## src/rtl/rr_grant_ctrl_if.sv

```systemverilog
// Request/grant bundle between a set of requesters and the round-robin grant controller.
// The master side drives requests and releases; the slave side returns the registered grant.
interface rr_grant_ctrl_if #(
    parameter int unsigned WIDTH = 10
) ();
    logic [WIDTH-1:0] req;
    logic             done;
    logic [WIDTH-1:0] grant;
    logic             grant_valid;
    logic [3:0]       grant_id;
    logic             timeout;
    logic             error;

    modport master (
        output req,
        output done,
        input  grant,
        input  grant_valid,
        input  grant_id,
        input  timeout,
        input  error
    );

    modport slave (
        input  req,
        input  done,
        output grant,
        output grant_valid,
        output grant_id,
        output timeout,
        output error
    );
endinterface

```

## src/rtl/rr_grant_ctrl.sv

```systemverilog
// Round-robin grant controller: one grantee at a time, released by done, requester drop or hold limit.
// All outputs are registered; one idle turnaround cycle separates consecutive grants.
module rr_grant_ctrl #(
    parameter int unsigned WIDTH    = 10,
    parameter int unsigned HOLD_MAX = 16
) (
    input logic            clock,
    input logic            reset_n,
    rr_grant_ctrl_if.slave bus
);

    localparam int unsigned ID_W    = 4;
    localparam int unsigned CNT_W   = 8;
    localparam int unsigned REQ_PAD = 16;
    localparam logic [CNT_W-1:0] HOLD_LIM = CNT_W'(HOLD_MAX);
    localparam bit HOLD_EN = (HOLD_MAX != 0);
    localparam logic [ID_W-1:0] PTR_RST = ID_W'(WIDTH - 1);

    typedef enum logic [0:0] {
        IDLE  = 1'b0,
        GRANT = 1'b1
    } state_t;

    state_t state_q;
    state_t state_d;

    logic [ID_W-1:0]  ptr_q;
    logic [ID_W-1:0]  ptr_d;
    logic [CNT_W-1:0] count_q;
    logic [CNT_W-1:0] count_d;
    logic [WIDTH-1:0] grant_q;
    logic [WIDTH-1:0] grant_d;
    logic             grant_valid_q;
    logic             grant_valid_d;
    logic [ID_W-1:0]  grant_id_q;
    logic [ID_W-1:0]  grant_id_d;
    logic             timeout_q;
    logic             timeout_d;
    logic             error_q;
    logic             error_d;

    logic [REQ_PAD-1:0] req_pad;
    logic [ID_W-1:0]    cand;
    logic [ID_W-1:0]    win_idx;
    logic               win_found;
    logic [WIDTH-1:0]   win_onehot;
    logic               cur_req;
    logic               hold_hit;
    logic               grant_exit;
    logic               grant_multi;

    // Zero-padded request vector so any 4-bit index is in range.
    assign req_pad    = REQ_PAD'(bus.req);
    assign win_onehot = WIDTH'(1) << win_idx;

    assign cur_req     = req_pad[grant_id_q];
    assign hold_hit    = HOLD_EN && (count_q == HOLD_LIM);
    assign grant_exit  = bus.done || !cur_req || hold_hit;
    assign grant_multi = (grant_q & (grant_q - WIDTH'(1))) != '0;

    // Search ptr+1, ptr+2, ... wrapping, with ptr itself examined last.
    always_comb begin : rr_search
        win_found = 1'b0;
        win_idx   = '0;
        cand      = '0;
        for (int unsigned k = 1; k <= WIDTH; k++) begin
            cand = ID_W'((32'(ptr_q) + k) % WIDTH);
            if (!win_found && req_pad[cand]) begin
                win_found = 1'b1;
                win_idx   = cand;
            end
        end
    end

    // State register.
    always_ff @(posedge clock) begin : state_reg
        if (!reset_n) begin
            state_q <= IDLE;
        end else begin
            state_q <= state_d;
        end
    end

    // Next-state logic.
    always_comb begin : next_state
        state_d = state_q;
        case (state_q)
            IDLE: begin
                if (win_found) begin
                    state_d = GRANT;
                end
            end
            GRANT: begin
                if (grant_exit) begin
                    state_d = IDLE;
                end
            end
            default: state_d = IDLE;
        endcase
    end

    // Next values of the registered outputs and datapath state.
    always_comb begin : output_logic
        ptr_d         = ptr_q;
        count_d       = count_q;
        grant_d       = grant_q;
        grant_valid_d = grant_valid_q;
        grant_id_d    = grant_id_q;
        timeout_d     = 1'b0;
        error_d       = error_q
                        | ((state_q == IDLE) && bus.done)
                        | (grant_valid_q && grant_multi);
        case (state_q)
            IDLE: begin
                if (win_found) begin
                    grant_d       = win_onehot;
                    grant_valid_d = 1'b1;
                    grant_id_d    = win_idx;
                    ptr_d         = win_idx;
                    count_d       = CNT_W'(1);
                end else begin
                    grant_d       = '0;
                    grant_valid_d = 1'b0;
                    grant_id_d    = '0;
                    count_d       = '0;
                end
            end
            GRANT: begin
                if (grant_exit) begin
                    grant_d       = '0;
                    grant_valid_d = 1'b0;
                    grant_id_d    = '0;
                    count_d       = '0;
                    // done wins over a simultaneous hold expiry.
                    timeout_d     = hold_hit && !bus.done;
                end else if (count_q != '1) begin
                    count_d = count_q + CNT_W'(1);
                end
            end
            default: begin
                grant_d       = '0;
                grant_valid_d = 1'b0;
                grant_id_d    = '0;
                count_d       = '0;
            end
        endcase
    end

    // Output and datapath registers.
    always_ff @(posedge clock) begin : data_reg
        if (!reset_n) begin
            ptr_q         <= PTR_RST;
            count_q       <= '0;
            grant_q       <= '0;
            grant_valid_q <= 1'b0;
            grant_id_q    <= '0;
            timeout_q     <= 1'b0;
            error_q       <= 1'b0;
        end else begin
            ptr_q         <= ptr_d;
            count_q       <= count_d;
            grant_q       <= grant_d;
            grant_valid_q <= grant_valid_d;
            grant_id_q    <= grant_id_d;
            timeout_q     <= timeout_d;
            error_q       <= error_d;
        end
    end

    assign bus.grant       = grant_q;
    assign bus.grant_valid = grant_valid_q;
    assign bus.grant_id    = grant_id_q;
    assign bus.timeout     = timeout_q;
    assign bus.error       = error_q;

    // Structural invariants of the registered grant.
    a_valid_matches : assert property (@(posedge clock) disable iff (!reset_n)
        grant_valid_q == (grant_q != '0));
    a_id_matches : assert property (@(posedge clock) disable iff (!reset_n)
        grant_valid_q |-> (grant_q == win_onehot_of(grant_id_q)));
    a_timeout_idle : assert property (@(posedge clock) disable iff (!reset_n)
        timeout_q |-> !grant_valid_q);

    function automatic logic [WIDTH-1:0] win_onehot_of(input logic [ID_W-1:0] idx);
        return WIDTH'(1) << idx;
    endfunction

endmodule

```

## src/flat_wrapper.sv

```systemverilog
// flat-port wrapper written by rule: the top's interface ports become plain ports
module rr_grant_ctrl_flat 
#(
    parameter int unsigned WIDTH    = 10,
    parameter int unsigned HOLD_MAX = 16
)
  (clock, reset_n, bus_req, bus_done, bus_grant, bus_grant_valid, bus_grant_id, bus_timeout, bus_error);
  rr_grant_ctrl_if #(.WIDTH(WIDTH)) bus_i ();
  input logic clock;
  input logic reset_n;
  input wire logic [$bits(bus_i.req)-1:0] bus_req;
  input wire logic [$bits(bus_i.done)-1:0] bus_done;
  output wire logic [$bits(bus_i.grant)-1:0] bus_grant;
  output wire logic [$bits(bus_i.grant_valid)-1:0] bus_grant_valid;
  output wire logic [$bits(bus_i.grant_id)-1:0] bus_grant_id;
  output wire logic [$bits(bus_i.timeout)-1:0] bus_timeout;
  output wire logic [$bits(bus_i.error)-1:0] bus_error;
  assign bus_i.req = bus_req;
  assign bus_i.done = bus_done;
  assign bus_grant = bus_i.grant;
  assign bus_grant_valid = bus_i.grant_valid;
  assign bus_grant_id = bus_i.grant_id;
  assign bus_timeout = bus_i.timeout;
  assign bus_error = bus_i.error;
  rr_grant_ctrl #(.WIDTH(WIDTH), .HOLD_MAX(HOLD_MAX)) u_core (.clock(clock), .reset_n(reset_n), .bus(bus_i));
endmodule
```

## config.mk

```make
export PLATFORM = sky130hd
export DESIGN_NAME = rr_grant_ctrl_flat
export DESIGN_NICKNAME = d
export VERILOG_FILES = /design/src/rtl/rr_grant_ctrl_if.sv /design/src/rtl/rr_grant_ctrl.sv /design/src/flat_wrapper.sv
export SDC_FILE = /design/constraint.sdc
export NUM_CORES = 1
export LEC_CHECK = 0
export ABC_AREA = 1
export BUFFER_PORTS_ARGS = -buffer_cell sky130_fd_sc_hd__buf_2
export CAP_MARGIN = 20
export CORE_UTILIZATION = 50
export CTS_CLUSTER_DIAMETER = 50
export DETAILED_ROUTE_END_ITERATION = 12
export PLACE_DENSITY = 0.71
export SYNTH_ARGS = -nofsm -noshare
export SYNTH_HDL_FRONTEND = slang
export SYNTH_SLANG_ARGS = --single-unit
```

## constraint.sdc

```tcl
create_clock -name clock -period 5.3 [get_ports clock]
set_clock_uncertainty 0.1 [all_clocks]
set_input_delay 0.265 -clock clock [delete_from_list [all_inputs] [get_ports clock]]
set_output_delay 0.265 -clock clock [all_outputs]
set_load 0.05 [all_outputs]
```

# Word level (Yosys, flattened, before mapping)
# Cells that the tools add are included.
# totals
regBits	30
elab_cells	135
# classes
shift	1
reduce_logical	28
n_mux	57
addsub	12
eq_ne	4
n_lt_le_gt_ge	11
n_div	10
n_bitwise	4
# op_table
op	count
remainder unit 32 x 4 -> 32 bit (second input constant)	10
less-than comparator 4 x 5 -> 1 bit (second input constant)	11
2-to-1 mux 4 bit	12
binary-select mux 1 bit (select 4 bit)	11
2-to-1 mux 1 bit	25
adder 4 x 3 -> 5 bit (second input constant)	4
2-to-1 mux 10 bit	2
one-hot mux 10 bit (2 select lines)	1
2-to-1 mux 8 bit	2
one-hot mux 8 bit (2 select lines)	1
adder 4 x 4 -> 5 bit (second input constant)	3
logical AND 1 bit	12
zero test 1 bit	11
adder 4 x 2 -> 5 bit (second input constant)	2
bitwise AND 10 bit	1
nonzero test 10 bit	1
<< shifter 1 x 4 -> 10 bit (first input constant)	1
subtractor 10 x 1 -> 10 bit (second input constant)	1
adder 8 x 1 -> 8 bit (second input constant)	1
equality test 8 x 5 -> 1 bit (second input constant)	1
inequality test 8 bit (second input constant)	1
one-hot mux 4 bit (2 select lines)	1
adder 4 x 1 -> 5 bit (second input constant)	1
one-hot mux 1 bit (2 select lines)	2
7 further kinds	9

# Depth between registers and ports, before layout
# depth
word_depth	35
mapped_depth	33
depth_no_buf	32

# Worst setup path after synthesis
# OpenSTA, ideal clock, no wires.
# synth_timing
path_kind	register to register
from	register u_core.ptr_q[2]
to	register u_core.grant_q[4], in the netlist u_core.bus.grant[4]
stages_incl_launch_ff	31
required_ps	5086
arrival_ps	3722
path_slack_ps	1364
path_buffers	2
path_cell_list	dfxtp_1 > buf_6 > clkinv_4 > ha_1 > buf_4 > inv_1 > nand2_1 > ha_1 > inv_1 > nand2_1 > a21oi_1 > nand3_1 > a21oi_4 > nand3_2 > nand2_1 > nand2_1 > nand3b_1 > nand3_2 > nand3_4 > nor2_8 > nand3_2 > nor2_4 > nand3_1 > nor2_2 > nor2_4 > nand2_2 > inv_2 > nand2_2 > inv_2 > nand2_1 > nand2_1
# synth_via
elab_chain_cells	35
word_cells_on_any_way	81
cone_classes	add/sub (10); div (10); shift (1); mux (42); reduce/logical (18)
# synth_lines
item	line_no	text
start: declaration	rr_grant_ctrl.sv:27	logic [ID_W-1:0] ptr_q;
start signal: assignment	rr_grant_ctrl.sv:160	ptr_q <= ptr_d;
adder 4 x 1 -> 5 bit	rr_grant_ctrl.sv:67	cand = ID_W'((32'(ptr_q) + k) % WIDTH);
remainder unit 32 x 4 -> 32 bit	rr_grant_ctrl.sv:67	
binary-select mux 1 bit (select 4 bit)	rr_grant_ctrl.sv:68	if (!win_found && req_pad[cand]) begin
2-to-1 mux 1 bit (implied by the code)	rr_grant_ctrl.sv:68	
2-to-1 mux 1 bit	rr_grant_ctrl.sv:68	
zero test 1 bit	rr_grant_ctrl.sv:68	
logical AND 1 bit	rr_grant_ctrl.sv:68	
2-to-1 mux 1 bit	rr_grant_ctrl.sv:68	
[19 not listed]	-	
logical AND 1 bit	rr_grant_ctrl.sv:68	
2-to-1 mux 1 bit	rr_grant_ctrl.sv:68	
zero test 1 bit	rr_grant_ctrl.sv:68	
logical AND 1 bit	rr_grant_ctrl.sv:68	
2-to-1 mux 4 bit	rr_grant_ctrl.sv:68	
<< shifter 1 x 4 -> 10 bit	rr_grant_ctrl.sv:54	assign win_onehot = WIDTH'(1) << win_idx;
2-to-1 mux 10 bit *	rr_grant_ctrl.sv:115	if (win_found) begin
one-hot mux 10 bit (2 select lines) *	rr_grant_ctrl.sv:113	case (state_q)
end signal: assignment	rr_grant_ctrl.sv:162	grant_q <= grant_d;
end: declaration	rr_grant_ctrl.sv:31	logic [WIDTH-1:0] grant_q;
# Mark *: on every way between the ends. The rest lies on a longest branch, timed or not. The select of a mux whose other input is x is not followed.
# A chain may end at the register's enable or synchronous reset.

# Final worst setup path
# layout_timing
from	register u_core.ptr_q[2]
to	register u_core.grant_q[9], in the netlist u_core.bus.grant[9]
# Same word-level chain as after synthesis.

==> impl_metrics.json <==
{
  "drt_first_iter_violations": 324,
  "use_met1": 0.348,
  "crit_end": "u_core.bus.grant[9]",
  "crit_path_start": "u_core.ptr_q[2]",
  "postCtsHoldBufs": 0,
  "cts_tree": "yes",
  "drive_gt1_frac": 0.151,
  "nets": 889,
  "hold_viol": 0,
  "crit_type": "flip-flop to flip-flop",
  "ys_ff_latch": 30,
  "grt_pass1_wl_um": 22500,
  "clock.fmax_mhz": 217,
  "num_rows": 35,
  "start_util": 0.512,
  "setup-violations-final": 0,
  "slowest_delay_ps": 450,
  "cts_resized": 0,
  "area_delta_synth_final_pct": 6.96,
  "fin_crit_ps": 4600,
  "end_kind": "flip-flop",
  "startpoint_type": "flip-flop",
  "worstPathArrival_ps": 4720,
  "clkSlewWorstSetupHoldPaths_ps": 70,
  "async_flop_share": 0,
  "vias": 5290,
  "grt.total_usage": 0.280,
  "synth_ff_type": "dfxtp_1",
  "synth_area_mm2": 0.00471,
  "grtUsageMet2": 0.490,
  "first_pass_iters": 5,
  "seq_area_frac_synth": 0.128,
  "clk_latency_ps": 280,
  "rsz0062_at_grt": "no",
  "synth_edf_count": 0,
  "post-cts-setup-buffer-count": 0,
  "cp_slowest_cell": "ha_1",
  "ys_types": 54,
  "status": "complete, no violations",
  "io_buffers": 29,
  "regArea_um2": 601,
  "synth_commonest_cells": "nand2_1 (240), nand3_1 (108), inv_1 (102)",
  "multi_input_area_mm2": 0.00355,
  "ctsHtreeMaxLevel": 2,
  "avgViaCountPerCell": 5.55,
  "drv_cap": 0,
  "cts_buffers": 5,
  "clockBufferDepth": 2,
  "grt_pass1_vias": 4875,
  "core_area_mm2": 0.00920,
  "rr_endpoint": "u_core.bus.grant[9]",
  "synth.avg_cell_area_um2": 5.78,
  "postSynthNetCount": 861,
  "worstPathMaxFanout": 15,
  "overflow": 0,
  "synth.top_cell.area_share": 0.191,
  "slew_violations": 0,
  "cp.required_ps": 5420,
  "place_congestion": 1.00,
  "yosysWarnings": 0,
  "grt_max_degree": 27,
  "hold_class": "input port to flip-flop",
  "die_h_um": 99.0,
  "drtAntennaViolNets": 0,
  "r2r_cells": 29,
  "antenna_found_initial": 0,
  "synthTopCellsByArea": "nand2_1 (19%), dfxtp_1 (13%), nand3_1 (11%), ha_1 (9.0%), inv_1 (8.1%)",
  "max_slew.worst_pin.slew_ps": 982,
  "setup_tns_ps": 0,
  "syn_inst": 814,
  "cts_sinks": 30,
  "die-area_mm2": 0.00981,
  "yosys.area.top_type": "nand2_1",
  "finalCritPeriodShare": 0.868,
  "die_x_um": 99.0,
  "rrSetupSlack_ps": 700,
  "grt.busiest_layer": "met2",
  "avgRoutedWirePerCell_um": 14.2,
  "wl_um": 13600,
  "synth.most_common_cell": "nand2_1",
  "cpMostUsedCell": "nand2_1",
  "antennaDiodeCount": 0,
  "r2r_start": "u_core.ptr_q[2]",
  "relSlewSlack": 0.338,
  "grtUsageMet3": 0.0227,
  "io_pins": 30,
  "hpwlAfterDp_um": 11000,
  "ctsRootBufferMaster": "clkbuf_8",
  "fillers": 945,
  "drc": 0
}
## critical path, delay by kind of cell (launching register included)
family / cells / cell delay, ps
AO/OA/AOI/OAI: 2 / 350
adder cells (fa/ha/maj): 2 / 740
buffers and inverters: 5 / 820
flip-flops: 1 / 330
AND/OR/NAND/NOR: 20 / 2190
## registers in the layout, indices dropped and copies added (netlist names)
name                    count
u_core.count_q              8
u_core.bus.grant_valid      1
u_core.ptr_q                4
u_core.bus.timeout          1
u_core.bus.grant           10
u_core.bus.error            1
u_core.bus.grant_id         4
u_core.state_q              1
## area by class of cell
class | instances | area share
Multi-Input combinational cell | 645 | 0.706
Clock buffer | 5 | 0.0137
Timing Repair Buffer | 35 | 0.0378
Clock inverter | 2 | 0.00199
Inverter | 125 | 0.0942
Sequential cell | 30 | 0.119
Tap cell | 111 | 0.0276
## kinds of logic (layout without fill, tap and decap cells)
family          after synthesis  count (layout)  synth area share
simple gates                495             495             0.493
xor+xnor                     18              18            0.0407
flops                        30              30             0.128
compound gates               97              97             0.129
fa+ha+maj                    35              35            0.0925
buf+inv                     139             167             0.118
## cells in the final DEF, fill, tap and decap left out, types with 3 or more instances in the layout
cell type and instances:
buf_4 6, inv_2 18, inv_1 102, nor3_1 5
clkbuf_8 5, o31ai_1 7, nor2_4 4, clkinv_1 4
ha_1 34, buf_2 29, nand3_2 13, xnor2_1 4
a21oi_1 17, nand2_1 240, nor2_1 61, o21ai_2 5
nand3_1 108, or2_1 3, nand4_1 13, dfxtp_1 30
nor2_2 6, o211ai_1 6, o21ai_1 12, nand2_2 21
nand3b_1 8, or2_2 3, o21ai_0 32, xor2_1 11
nand2_4 3
## metal layers
layer	routed length, µm	up-vias
met3	612	47
met2	6320	141
li1	-	2690
met1	6080	2412
met5	0	-
met4	557	0
## worst min path at each step
stage | start | end | slack, ps | cells past startpoint
3_5_place_dp | u_core.bus.grant[9] | u_core.bus.grant[9] | 370 | 2
3_3_place_gp | u_core.bus.grant[7] | u_core.bus.grant[7] | 370 | 2
4_1_cts | bus_done | u_core.bus.timeout | 80 | 2
5_1_grt | bus_done | u_core.bus.timeout | 100 | 2
6_report | bus_done | u_core.bus.timeout | 80 | 2
2_1_floorplan | bus_done | u_core.bus.timeout | 240 | 1
## metrics by stage
stage | cell area (µm²) | cells | utilization | hold WS, ps | worst slack, ps
floorplan | 4710 | 814 | - | 244 | 1360
global placement | 4960 | 946 | 0.539 | 367 | 885
detailed placement | 4960 | 946 | 0.539 | 371 | 822
CTS | 5040 | 953 | 0.548 | 80.9 | 791
global route | 5040 | 953 | 0.548 | 97.7 | 348
finish | 5040 | 953 | 0.548 | 83.4 | 700
Power is not shown: default switching activity piles up to over one toggle a cycle in this logic, so the estimate is an artifact.
